===== config.mk =====
export PLATFORM = sky130hd
export DESIGN_NAME = muldiv_ctrl
export DESIGN_NICKNAME = d
export VERILOG_FILES = /design/src/rtl/mips_pkg.sv /design/src/rtl/muldiv_iter.sv /design/src/rtl/muldiv_ctrl.sv
export SDC_FILE = /design/constraint.sdc
export NUM_CORES = 1
export LEC_CHECK = 0
export ABC_AREA = 1
export BUFFER_PORTS_ARGS = -buffer_cell sky130_fd_sc_hd__buf_2
export CORE_UTILIZATION = 30
export CTS_BUF_LIST = sky130_fd_sc_hd__clkbuf_8
export DETAILED_ROUTE_END_ITERATION = 16
export GPL_ROUTABILITY_DRIVEN = 0
export PLACE_DENSITY = 0.49
export SYNTH_ARGS = -nofsm -noshare
export SYNTH_HDL_FRONTEND = slang
export SYNTH_SLANG_ARGS = --single-unit
export TNS_END_PERCENT = 10

===== constraint.sdc =====
create_clock -name clk -period 3.3 [get_ports clk]
set_input_delay 0.165 -clock clk [delete_from_list [all_inputs] [get_ports clk]]
set_output_delay 0.165 -clock clk [all_outputs]
set_load 0.005 [all_outputs]

===== src/rtl/mips_pkg.sv =====
// mips_pkg: multiply/divide op encodings and sequencer state encodings
package mips_pkg;
    localparam logic [2:0] MD_MULT  = 3'd0;
    localparam logic [2:0] MD_MULTU = 3'd1;
    localparam logic [2:0] MD_DIV   = 3'd2;
    localparam logic [2:0] MD_DIVU  = 3'd3;
    localparam logic [2:0] MD_MTHI  = 3'd4;
    localparam logic [2:0] MD_MTLO  = 3'd5;
    typedef enum logic [1:0] {IDLE, CALC, FIX} md_state_e;
endpackage


===== src/rtl/muldiv_iter.sv =====
// muldiv_iter: one shift-add multiply or restoring-divide step over the {acc_h,acc_l} accumulator
module muldiv_iter
    import mips_pkg::*;
#(
    parameter int WIDTH = 32
) (
    input  logic             div,
    input  logic [WIDTH-1:0] acc_h,
    input  logic [WIDTH-1:0] acc_l,
    input  logic [WIDTH-1:0] b,
    output logic [WIDTH-1:0] nxt_h,
    output logic [WIDTH-1:0] nxt_l
);
    logic [WIDTH:0] sum;
    logic [WIDTH:0] sh;
    logic [WIDTH:0] diff;
    always_comb begin
        sum   = {1'b0, acc_h} + (acc_l[0] ? {1'b0, b} : '0);
        sh    = {acc_h, acc_l[WIDTH-1]};
        // partial remainder stays below 2*b, so the top bit of diff is the borrow
        diff  = sh - {1'b0, b};
        nxt_h = div ? (diff[WIDTH] ? sh[WIDTH-1:0] : diff[WIDTH-1:0]) : sum[WIDTH:1];
        nxt_l = div ? {acc_l[WIDTH-2:0], ~diff[WIDTH]} : {sum[0], acc_l[WIDTH-1:1]};
    end
endmodule


===== src/rtl/muldiv_ctrl.sv =====
// muldiv_ctrl: multi-cycle MULT/DIV sequencer owning the HI/LO register pair
module muldiv_ctrl
    import mips_pkg::*;
#(
    parameter int WIDTH = 32
) (
    input  logic             clk,
    input  logic             rst_n,
    input  logic             start,
    input  logic [2:0]       op,
    input  logic [WIDTH-1:0] opA,
    input  logic [WIDTH-1:0] opB,
    input  logic             flush,
    input  logic             mf_req,
    output logic             busy,
    output logic             done,
    output logic             stall,
    output logic [WIDTH-1:0] hi,
    output logic [WIDTH-1:0] lo
);
    localparam int CW = $clog2(WIDTH);
    md_state_e state, state_nxt;
    logic [CW-1:0] cnt;
    logic [WIDTH-1:0] acc_h, acc_l, b_q, nxt_h, nxt_l, a_abs, b_abs;
    logic [2*WIDTH-1:0] prod;
    logic div_q, neg_q, neg_r, is_md, a_neg, b_neg, accept;
    muldiv_iter #(.WIDTH(WIDTH)) u_iter (
        .div  (div_q),
        .acc_h(acc_h),
        .acc_l(acc_l),
        .b    (b_q),
        .nxt_h(nxt_h),
        .nxt_l(nxt_l)
    );
    always_comb begin
        is_md     = op inside {MD_MULT, MD_MULTU, MD_DIV, MD_DIVU};
        accept    = state == IDLE && start && !flush;
        a_neg     = (op == MD_MULT || op == MD_DIV) && opA[WIDTH-1];
        b_neg     = (op == MD_MULT || op == MD_DIV) && opB[WIDTH-1];
        a_abs     = a_neg ? -opA : opA;
        b_abs     = b_neg ? -opB : opB;
        prod      = {acc_h, acc_l};
        state_nxt = flush ? IDLE
                  : state == IDLE ? (start && is_md ? CALC : IDLE)
                  : state == CALC ? (cnt == '0 ? FIX : CALC)
                  : IDLE;
    end
    assign busy  = state != IDLE;
    assign stall = busy & mf_req;
    always_ff @(posedge clk or negedge rst_n) begin
        if (!rst_n) state <= IDLE;
        else        state <= state_nxt;
    end
    always_ff @(posedge clk or negedge rst_n) begin
        if (!rst_n) begin
            hi    <= '0;
            lo    <= '0;
            done  <= 1'b0;
            acc_h <= '0;
            acc_l <= '0;
            b_q   <= '0;
            cnt   <= '0;
            div_q <= 1'b0;
            neg_q <= 1'b0;
            neg_r <= 1'b0;
        end else begin
            done <= state == FIX && !flush;
            if (accept) begin
                if (op == MD_MTHI) hi <= opA;
                if (op == MD_MTLO) lo <= opA;
                if (is_md) begin
                    div_q <= op == MD_DIV || op == MD_DIVU;
                    // zero divisor keeps the quotient unsigned so it reads all ones
                    neg_q <= (a_neg ^ b_neg) && (|opB);
                    neg_r <= a_neg;
                    acc_h <= '0;
                    acc_l <= a_abs;
                    b_q   <= b_abs;
                    cnt   <= CW'(WIDTH - 1);
                end
            end else if (state == CALC) begin
                acc_h <= nxt_h;
                acc_l <= nxt_l;
                cnt   <= cnt - CW'(1);
            end else if (state == FIX && !flush) begin
                if (div_q) begin
                    lo <= neg_q ? -acc_l : acc_l;
                    hi <= neg_r ? -acc_h : acc_h;
                end else begin
                    {hi, lo} <= neg_q ? -prod : prod;
                end
            end
        end
    end
endmodule

==> results of run 1 <==
==> flip-flops by register name, indices dropped and copies added, names as in the netlist <==
register,cells
acc_h,32
acc_l,32
b_q,32
hi,32
lo,32
cnt,5
state,2
div_q,1
done,1
neg_q,1
neg_r,1
==> how the worst max path moves through the flow <==
stage	from	endpoint	slack, ps	cells past startpoint
floorplan	acc_l[31]$_DFFE_PN0P_	acc_h[10]$_DFFE_PN0P_	980	18
global placement	acc_h[0]$_DFFE_PN0P_	acc_h[14]$_DFFE_PN0P_	430	16
finish	acc_h[0]$_DFFE_PN0P_	acc_h[13]$_DFFE_PN0P_	330	16
global route	acc_h[0]$_DFFE_PN0P_	acc_h[13]$_DFFE_PN0P_	110	16
detailed placement	acc_h[0]$_DFFE_PN0P_	acc_h[5]$_DFFE_PN0P_	400	16
CTS	acc_h[0]$_DFFE_PN0P_	acc_h[13]$_DFFE_PN0P_	350	16
==> cell type report <==
| cell class | instances | area [um^2] | share of cell area, % |
|---|---|---|---|
| well taps | 765 | 957 | 4.72 |
| diodes | 1 | 2.50 | 0.0124 |
| clock buffers | 17 | 234 | 1.15 |
| multi-input cells | 2363 | 11500 | 56.6 |
| clock inverters | 15 | 176 | 0.871 |
| flip-flops and latches | 171 | 4280 | 21.1 |
| inverters | 419 | 1570 | 7.76 |
| repair buffers | 234 | 1570 | 7.73 |
==> logic make-up (layout without fill, tap and decap cells) <==
kind of cell / after synthesis / in the layout / share of synthesized area, %
AO/OA/AOI/OAI: 401 / 401 / 12.4
XOR/XNOR: 47 / 47 / 2.32
adder cells (fa/ha/maj): 72 / 72 / 5.16
buffers and inverters: 512 / 685 / 11.4
flip-flops: 171 / 171 / 24.1
other: 0 / 1 / 0
AND/OR/NAND/NOR: 1843 / 1843 / 44.6
==> power by group <==
| part | leakage [nW] | total [W] | switching (W) | internal [W] |
|---|---|---|---|---|
| Sequential | 2.07 | 0.00390 | 0.00107 | 0.00283 |
| Combinational | 8.27 | 0.0113 | 0.00766 | 0.00363 |
| Clock | 0.201 | 0.00171 | 0.000964 | 0.000748 |
==> worst max-delay path, delay by kind of cell, from the launching register on <==
kind / cells / cell delay [ps]
simple gates: 12 / 1270
compound gates: 1 / 150
flops: 1 / 540
fa+ha+maj: 1 / 480
buf+inv: 2 / 390
==> stage by stage <==
step                      hold WS, ps  util, %  worst slack [ps]  cells  power (W)
final                            25.4     34.9               335   3985     0.0169
after global routing             45.8     34.9               107   3985     0.0184
after detailed placement          226     33.4               399   3909     0.0150
after global placement            230     33.4               429   3909     0.0151
after CTS                        3.02     34.8               348   3984     0.0168
after floorplan                  -131        -               977   3046     0.0111
==> synth_stat cells, types with 5 or more instances <==
library cell / instances / area share (%)
a21o_1: 5 / 0.21
a21oi_1: 133 / 3.7
a31oi_1: 23 / 0.81
and2_1: 5 / 0.18
buf_1: 13 / 0.27
buf_2: 27 / 0.76
clkbuf_1: 47 / 0.99
dfrtp_1: 171 / 24
ha_1: 70 / 4.9
inv_1: 412 / 8.7
inv_2: 7 / 0.15
nand2_1: 984 / 21
nand2_2: 13 / 0.46
nand2_4: 6 / 0.38
nand3_1: 266 / 7.5
nand3_2: 21 / 1.2
nand3b_1: 19 / 0.80
nand4_1: 48 / 1.7
nor2_1: 404 / 8.5
nor2_2: 8 / 0.28
nor2_4: 9 / 0.57
nor3_1: 31 / 0.87
nor4_1: 10 / 0.35
o211ai_1: 21 / 0.89
o21ai_0: 162 / 4.6
o21ai_1: 19 / 0.54
o21bai_1: 9 / 0.38
o31ai_1: 6 / 0.25
or2_2: 10 / 0.35
xnor2_1: 16 / 0.79
xor2_1: 31 / 1.5
==> routing by layer <==
metal  global-route usage (%)  up-vias  part of all wire [%]
li1                         -    10100                     -
met1                     32.7     9332                    43
met2                     42.7      747                    46
met3                     4.02      185                   6.2
met4                     13.0        2                   5.1
met5                        0        -                 0.017
==> repair_timing <==
action / CTS / global route
gates resized for setup: 0 / 0
hold endpoints to repair: 111 / 0
hold buffers: 43 / 0
==> run_results.csv, run 1 <==
group,metric,value,unit
worst_setup_path,path_cells,"inv_1 -> fa_1 -> inv_1 -> nand2_1 -> nand2_1 -> nand3_1 -> nand2_2 -> nand2_2 -> nand2_4 -> nand2_4 -> nand2_4 -> nand2_2 -> nand2_4 -> nor2_1 -> o21ai_1 -> nand2_1",
floorplan,top_level_ports,139,
clock_tree,htree_levels,4,
worst_hold_path,whs_path_depth,5,
worst_setup_path,cpMostUsedCell,"nand2_4",
clock_tree,cts_sinks,171,
clock_tree,cts_buffer_depth,2,
timing,fmax,337,MHz
route,drtIter0Drc,1706,
worst_setup_path,slowest_delay,540,ps
worst_setup_path,crit_path_start_kind,"register",
floorplan,core-area,0.0581,mm^2
floorplan,start_util,30.6,%
timing,period_share,89.9,%
timing,rsz0062_at_grt,"false",
logic_synthesis,synthArstFlopShare,100,%
clock_tree,clk_pin_slew,100,ps
logic_synthesis,yosysUniqueCellTypes,54,
logic_synthesis,ys.flop_type,"dfrtp_1",
logic_synthesis,synth_edf_count,0,
logic_synthesis,yosysWarningCount,0,
worst_hold_path,min_from,"opB[28]",
worst_setup_path,crit_slowest_cell,"dfrtp_1",
timing,worst_pin_slew,852,ps
grt,grt_max_degree,107,
timing,finalClockSkew,28.2,ps
worst_setup_path,reg2reg_slack,330,ps
floorplan,die_area,0.0602,mm^2
route,postRouteAntennaNets,0,
power,power.leakage,10.5,nW
route,via_per_inst,5.10,
worst_hold_path,min_to,"b_q[28]$_DFFE_PN0P_",
placement,placed_cell_area,0.0194,mm^2
logic_synthesis,syn_nets,3190,
clock_tree,cts_tree,"done",
worst_setup_path,rr_worst_depth,16,
placement,io_buffers,138,
cells_and_area,nets,3350,
timing,setup_tns,0,ps
power,ir_worst_vdd,389,uV
clock_tree,worstSkewPairLatency,570,ps
cells_and_area,design_area,0.0203,mm^2
worst_hold_path,hold_class,"input pin to register",
grt,grt_pass1_vias,19700,
cells_and_area,fillerInstances,6632,
cells_and_area,synthToLayoutAreaGrowth,14.1,%
placement,dp_hpwl,62.2,mm
route,num_vias,20300,
grt,antenna_found_initial,2,
floorplan,rows,88,
timing,final-hold-violation-count,0,
outcome,status,"completed",
floorplan,die_y,245,um
floorplan,die_w,245,um
grt,grt_overflow,0,
run,cap_violations,0,
timing,slew_headroom,43.1,%
grt,grt_pass1_wl,118,mm
route,avgRoutedWirePerCell,19.5,um
power,powerDensity,835,mW/mm^2
worst_setup_path,reg2reg_to,"acc_h[13]$_DFFE_PN0P_",
timing,setup_violations,0,
timing,period_minus_slack,2970,ps
clock_tree,cts_buffers,17,
worst_setup_path,cp_max_fo,30,
cells_and_area,final_cell_mix,"nand2_1 (983), inv_1 (414), nor2_1 (403)",
logic_synthesis,yosysSeqAreaShare,24.1,%
cells_and_area,final_common_cell,"nand2_1",
logic_synthesis,syn_area_per_cell,5.83,um^2
route,wirelength,77.5,mm
logic_synthesis,syn_inst,3046,
cells_and_area,drive_gt1_share,9.54,%
route,drc,0,
logic_synthesis,syn_area,0.0178,mm^2
worst_setup_path,end_kind,"register",
clock_tree,cts_setup_buffers,0,
timing,slew_violations,0,
route,drtPass1Iterations,7,
clock_tree,cts_root_buf,"clkbuf_8",
worst_setup_path,critical_path_class,"register to register",
logic_synthesis,synth-seq-cells,171,
grt,grt_usage,25.9,%
worst_setup_path,critPathArrivalTime,3410,ps
worst_setup_path,timing.rr.start,"acc_h[0]$_DFFE_PN0P_",
worst_setup_path,worstPathRequired,3750,ps
Power figures use the tool's default switching activity.
==> run 2: changes to the inputs <==
Settings changed: CELL_PAD_IN_SITES_DETAIL_PLACEMENT from default to 1, CELL_PAD_IN_SITES_GLOBAL_PLACEMENT from default to 1, CORE_ASPECT_RATIO from default to 1.4, PLACE_DENSITY 0.49 to 0.64.
==> run 2 against run 1 <==
  * Flip-flop and latch count unchanged
  * Global-route usage increased by 2.8 points
  * Clock power decreased by 6%
  * Die area about the same
  * Sequential share of layout area about the same
==> run_results.csv, run 2 (same netlist as run 1, synthesis figures left out) <==
group,metric,value,unit
worst_hold_path,min_from,"opA[25]",
worst_setup_path,slowest_delay,490,ps
route,avgRoutedWirePerCell,21.7,um
timing,worst_pin_slew,1050,ps
timing,period_share,91.6,%
clock_tree,cts_root_buf,"clkbuf_8",
timing,slew_violations,0,
clock_tree,cts_tree,"done",
grt,grt_pass1_wl,131,mm
clock_tree,cts_buffers,17,
floorplan,top_level_ports,139,
worst_setup_path,critical_path_class,"register to register",
timing,finalClockSkew,21.6,ps
worst_setup_path,worstPathRequired,3750,ps
worst_setup_path,path_cells,"inv_1 -> ha_1 -> fa_1 -> inv_1 -> nand2_1 -> nand2_1 -> nand3_1 -> nand2_2 -> nand2_2 -> nand2_4 -> nand2_4 -> nand3_4 -> nand2_8 -> nor2_1 -> nand2_1 -> nand3b_1 -> nand2_1",
route,postRouteAntennaNets,0,
floorplan,core-area,0.0586,mm^2
timing,fmax,331,MHz
power,ir_worst_vdd,327,uV
cells_and_area,design_area,0.0203,mm^2
worst_setup_path,timing.rr.start,"acc_l[31]$_DFFE_PN0P_",
worst_setup_path,cp-startpoint,"acc_l[31]$_DFFE_PN0P_",
route,drtIter0Drc,1193,
worst_setup_path,crit_path_start_kind,"register",
grt,antenna_found_initial,1,
clock_tree,htree_levels,4,
route,num_vias,21300,
clock_tree,cts_buffer_depth,2,
power,powerDensity,843,mW/mm^2
floorplan,die_y,290,um
floorplan,rows,105,
placement,placed_cell_area,0.0195,mm^2
worst_setup_path,cp_max_fo,27,
cells_and_area,drive_gt1_share,9.80,%
floorplan,die_area,0.0602,mm^2
power,power.leakage,10.6,nW
clock_tree,cts_sinks,171,
worst_setup_path,end_kind,"register",
placement,io_buffers,138,
worst_setup_path,reg2reg_slack,280,ps
worst_setup_path,critPathTopFamily,"simple AND/OR/NAND/NOR gates",
cells_and_area,nets,3357,
route,drtPass1Iterations,5,
timing,setup_tns,0,ps
worst_setup_path,critPathArrivalTime,3470,ps
outcome,status,"completed",
cells_and_area,final_cell_mix,"nand2_1 (984), inv_1 (412), nor2_1 (403)",
route,drc,0,
worst_setup_path,crit_buf_inv,2,
cells_and_area,final_cells,3976,
timing,setup_violations,0,
timing,rsz0062_at_grt,"false",
cells_and_area,postLayoutCoreUtil,34.6,%
clock_tree,worstSkewPairLatency,570,ps
grt,grt_usage,28.6,%
clock_tree,clk_pin_slew,120,ps
cells_and_area,final_common_cell,"nand2_1",
grt,grt_overflow,0,
placement,dp_cells,3901,
run,cap_violations,0,
worst_setup_path,crit_slowest_cell,"dfrtp_1",
grt,grt_pass1_vias,22700,
route,via_per_inst,5.34,
timing,layout_setup_ws,279,ps
placement,dp_hpwl,69.6,mm
placement,pre_cts_ws,315,ps
timing,slew_headroom,30.2,%
worst_setup_path,cpMostUsedCell,"nand2_1",
grt,grt_max_degree,108,
worst_hold_path,hold_class,"input pin to register",
cells_and_area,synthToLayoutAreaGrowth,14.0,%
floorplan,die_w,208,um
floorplan,start_util,30.3,%
route,wirelength,86.2,mm
timing,final-hold-violation-count,0,
timing,period_minus_slack,3020,ps
==> run 2: changes by cell type in the layout (fill, tap and decap cells not counted), sizes merged <==
| cell | delta |
|---|---|
| buf | +8 |
| bufinv | -3 |
| dlygate4sd3 | -1 |
| inv | +5 |
| clkinvlp | -4 |
| clkinv | +2 |
==> run 2: per-layer routing <==
metal	part of all wire [%]	wire length, um	GRT usage (%)
met1	37	31500	29.0
met2	51	44400	52.8
met3	3.6	3140	3.64
met4	8.4	7250	22.8
met5	0	0	0
==> run 2: path summary, 6_finish.rpt <==
check,depth (start not counted),end
setup / recovery,17,acc_h[7]$_DFFE_PN0P_
hold / removal,4,acc_l[25]$_DFFE_PN0P_
setup reg to reg,17,acc_h[7]$_DFFE_PN0P_
hold reg to reg,2,lo[1]$_DFFE_PN0P_
max in group asynchronous,3,acc_h[23]$_DFFE_PN0P_
min in group asynchronous,2,lo[6]$_DFFE_PN0P_
==> run 2: timing repair <==
action	in CTS	in global routing
gates resized for setup	0	0
endpoints found under the hold margin	127	0
setup buffers	0	0
hold buffers	42	0
==> run 2: cell type report <==
cell class,count,area [um^2]
fill,7936,38300
multi-input combinational,2363,11500
sequential,171,4280
timing repair buffer,241,1630
inverter,419,1570
tap,749,937
clock buffer,17,234
clock inverter,15,130
antenna,1,2.50
==> run 2: worst min-delay path: cells and delay by family <==
| kind | cells | cell delay, ps |
|---|---|---|
| buffers and inverters | 2 | 190 |
| and+or+nand+nor | 1 | 110 |
| AOI/OAI and AO/OA | 1 | 80 |
==> run 2: metrics by stage <==
stage | power (W) | hold slack [ps]
floorplan | 0.0111 | -131
global placement | 0.0151 | 308
detailed placement | 0.0153 | 314
CTS | 0.0170 | 0.806
global route | 0.0185 | 25.1
finish | 0.0171 | 21.9
==> run 2: report_power, final <==
part / leakage (nW) / switching (W) / internal, W
sequential: 2.07 / 0.000927 / 0.00284
combinational: 8.31 / 0.00803 / 0.00369
clock: 0.193 / 0.00104 / 0.000552
==> run 3: changes to the inputs <==
Settings changed: ABC_AREA 1 to default, PLACE_DENSITY 0.64 to 0.61.
==> run 3 against run 2 <==
  * Synthesized cell count down 41%
  * Sequential share of layout area up 3.4 points
  * Utilization up 3.2 points
  * Total power down 14%
  * Clock skew up 1.8 ps
  * Largest cell class unchanged
  * Highest routed layer unchanged
==> run_results.csv, run 3 <==
group,metric,value,unit
outcome,status,"completed",
logic_synthesis,synth_common_cells,"nor2_1 (203), nand2_1 (194), o21ai_0 (181)",
clock_tree,cts_root_buf,"clkbuf_8",
power,pwr-share-comb,64.5,%
worst_setup_path,reg2reg_slack,60,ps
logic_synthesis,syn_nets,1935,
worst_setup_path,end_kind,"register",
timing,fmax,309,MHz
worst_setup_path,cp_max_fo,3,
grt,grt_pass1_wl,85.3,mm
worst_setup_path,timing.rr.start,"b_q[6]$_DFFE_PN0P_",
worst_setup_path,critPathArrivalTime,3630,ps
cells_and_area,multi_input_area,0.00949,mm^2
worst_setup_path,crit_path_start_kind,"register",
cells_and_area,diodes,0,
cells_and_area,final_cell_mix,"nor2_1 (201), nand2_1 (194), o21ai_0 (173)",
logic_synthesis,synth_top_area_share,30.2,%
power,ir_worst_vdd,375,uV
logic_synthesis,synth_edf_count,0,
power,power.leakage,7.90,nW
floorplan,top_level_ports,139,
route,postRouteAntennaNets,0,
cells_and_area,nets,2175,
power,power_frac_clock,11.5,%
logic_synthesis,synth_top_area_cell,"dfrtp_1",
route,wirelength,54.6,mm
placement,io_buffers,138,
cells_and_area,final_common_cell,"nor2_1",
timing,setup_violations,0,
floorplan,core-area,0.0463,mm^2
logic_synthesis,synthArstFlopShare,100,%
clock_tree,cts_tree,"done",
cells_and_area,final_cells,2661,
clock_tree,cts_buffers,17,
timing,rsz0062_at_grt,"true",
power,powerDensity,836,mW/mm^2
logic_synthesis,yosysSeqAreaShare,30.2,%
route,drc,0,
cells_and_area,drive_gt1_share,18.9,%
logic_synthesis,yosysUniqueCellTypes,74,
run,cap_violations,0,
floorplan,start_util,30.6,%
worst_setup_path,cp-startpoint,"b_q[6]$_DFFE_PN0P_",
worst_setup_path,slowest_delay,470,ps
timing,worst_pin_slew,1150,ps
worst_setup_path,reg2reg_to,"acc_h[29]$_DFFE_PN0P_",
route,via_per_inst,5.41,
power,power_frac_seq,24.0,%
route,num_vias,14400,
cells_and_area,design_area,0.0175,mm^2
logic_synthesis,syn_area,0.0142,mm^2
logic_synthesis,synth_area_leaders,"dfrtp_1 (30%), o21ai_0 (6.4%), ha_1 (6.2%), xnor2_1 (5.7%), nor2_1 (5.4%)",
floorplan,die_y,259,um
logic_synthesis,syn_area_per_cell,7.92,um^2
logic_synthesis,yosysWarningCount,0,
clock_tree,htree_levels,4,
worst_setup_path,crit_slowest_cell,"a2111o_1",
timing,final-hold-violation-count,0,
timing,finalClockSkew,23.3,ps
cells_and_area,synthToLayoutAreaGrowth,23.2,%
cells_and_area,regArea,0.00428,mm^2
floorplan,die_w,186,um
timing,period_minus_slack,3240,ps
grt,grt_usage,22.9,%
grt,antenna_found_initial,0,
worst_setup_path,critical_path_class,"register to register",
placement,dp_hpwl,42.4,mm
logic_synthesis,synth.most_common_cell,"nor2_1",
logic_synthesis,ys.flop_type,"dfrtp_1",
route,avgRoutedWirePerCell,20.5,um
power,internal_power,0.00762,W
placement,placed_cell_area,0.0164,mm^2
floorplan,die_area,0.0482,mm^2
grt,grt_overflow,0,
power,switching_share,47.8,%
placement,dp_cells,2582,
clock_tree,cts_buffer_depth,2,
worst_setup_path,worstPathRequired,3690,ps
worst_setup_path,rr_worst_depth,12,
route,drtIter0Drc,670,
clock_tree,cts_sinks,171,
timing,period_share,98.1,%
clock_tree,clk_pin_slew,110,ps
grt,grt_max_degree,111,
worst_setup_path,path_cells,"inv_1 -> ha_1 -> a2111o_1 -> o2111ai_1 -> buf_4 -> a21oi_1 -> o21ai_0 -> buf_4 -> a21oi_1 -> o41ai_1 -> xor2_1 -> o211ai_1",
clock_tree,worstSkewPairLatency,530,ps
power,p_sw,0.00698,W
worst_hold_path,hold_class,"input pin to register",
grt,grt_pass1_vias,15300,
route,drtPass1Iterations,5,
floorplan,rows,93,
worst_setup_path,crit_path_end,"acc_h[29]$_DFFE_PN0P_",
logic_synthesis,syn_inst,1791,
timing,slew_headroom,23.0,%
timing,slew_violations,0,
cells_and_area,fillerInstances,5715,
logic_synthesis,synth-seq-cells,171,
==> run 3: changes by cell type after synthesis, moves of 26 or more <==
cell	delta
a21o_1	+27
clkbuf_1	+37
inv_1	-347
mux2i_1	+63
nand2_1	-790
nand3_1	-242
nand4_1	-40
nor2_1	-201
o31ai_1	+26
xnor2_1	+77
xor2_1	+39
==> run 3: cells by family (layout without fill, tap and decap cells) <==
kind of cell    Yosys count  after routing  synth area share (%)
mux                      77             77                  5.56
simple gates            597            597                  19.4
compound gates          548            548                  24.0
xor+xnor                163            163                  10.1
fa+ha+maj                72             72                  6.46
flops                   171            171                  30.2
buf+inv                 163            416                  4.38
==> run 3: worst min path at each step <==
| stage | depth (start not counted) | from | slack [ps] | endpoint |
|---|---|---|---|---|
| after global placement | 1 | rst_n | 280 | acc_l[8]$_DFFE_PN0P_ |
| final | 3 | opA[1] | 40 | lo[1]$_DFFE_PN0P_ |
| after global routing | 3 | opA[17] | 60 | acc_l[17]$_DFFE_PN0P_ |
| after detailed placement | 1 | rst_n | 270 | acc_l[8]$_DFFE_PN0P_ |
| after floorplan | 0 | rst_n | -130 | acc_h[0]$_DFFE_PN0P_ |
| after CTS | 3 | opA[21] | 3 | lo[21]$_DFFE_PN0P_ |
==> run 3: through the flow <==
step                total power [W]  hold WS (ps)  setup TNS (ps)  util (%)  setup WS [ps]
global placement             0.0124           282            -190      35.4          -81.7
floorplan                   0.00905          -131               0         -           57.4
CTS                          0.0144          3.24            -209      37.4          -78.6
global route                 0.0157          62.4            -378      37.7          -95.9
finish                       0.0146          38.1               0      37.7           61.4
detailed placement           0.0126           274            -721      35.4           -143
==> run 3: power groups by stage <==
stage | logic, W | registers [W] | clock network [W]
after CTS | 0.00918 | 0.00350 | 0.00173
after global placement | 0.00885 | 0.00352 | 0
after global routing | 0.0103 | 0.00361 | 0.00179
after detailed placement | 0.00906 | 0.00354 | 0
final | 0.00942 | 0.00350 | 0.00168
after floorplan | 0.00564 | 0.00342 | 0
==> run 3: worst max-delay path, delay by kind of cell, from the launching register on <==
family	cells	cell delay [ps]
XOR/XNOR	1	360
adder cells (fa/ha/maj)	1	270
AO/OA/AOI/OAI	7	1630
flip-flops	1	400
buffers and inverters	3	460
==> run 3: what timing repair did <==
action                                  4_1_cts  5_1_grt
hold buffers                                 46        0
gates cloned                                  0        0
gates resized for setup                       5       42
endpoints found under the setup margin       14       31
setup buffers                                 0        1
hold endpoints to repair                    117        0
pin swaps                                     0       13
==> run 3: final cells by class <==
type	instances	share of cell area, %
Multi-Input combinational cell	1457	54.3
Sequential cell	171	24.5
Timing Repair Buffer	319	12.9
Tap cell	617	4.42
Clock buffer	19	1.50
Inverter	65	1.40
Clock inverter	13	0.931
==> run 3: per-layer routing <==
metal / part of all wire [%] / GRT usage (%) / vias to the layer above / wire length, um
li1: - / - / 6851 / -
met1: 43 / 27.5 / 7146 / 23400
met2: 52 / 42.2 / 318 / 28300
met3: 2.9 / 2.20 / 74 / 1560
met4: 2.4 / 7.04 / 0 / 1320
met5: 0 / 0 / - / 0
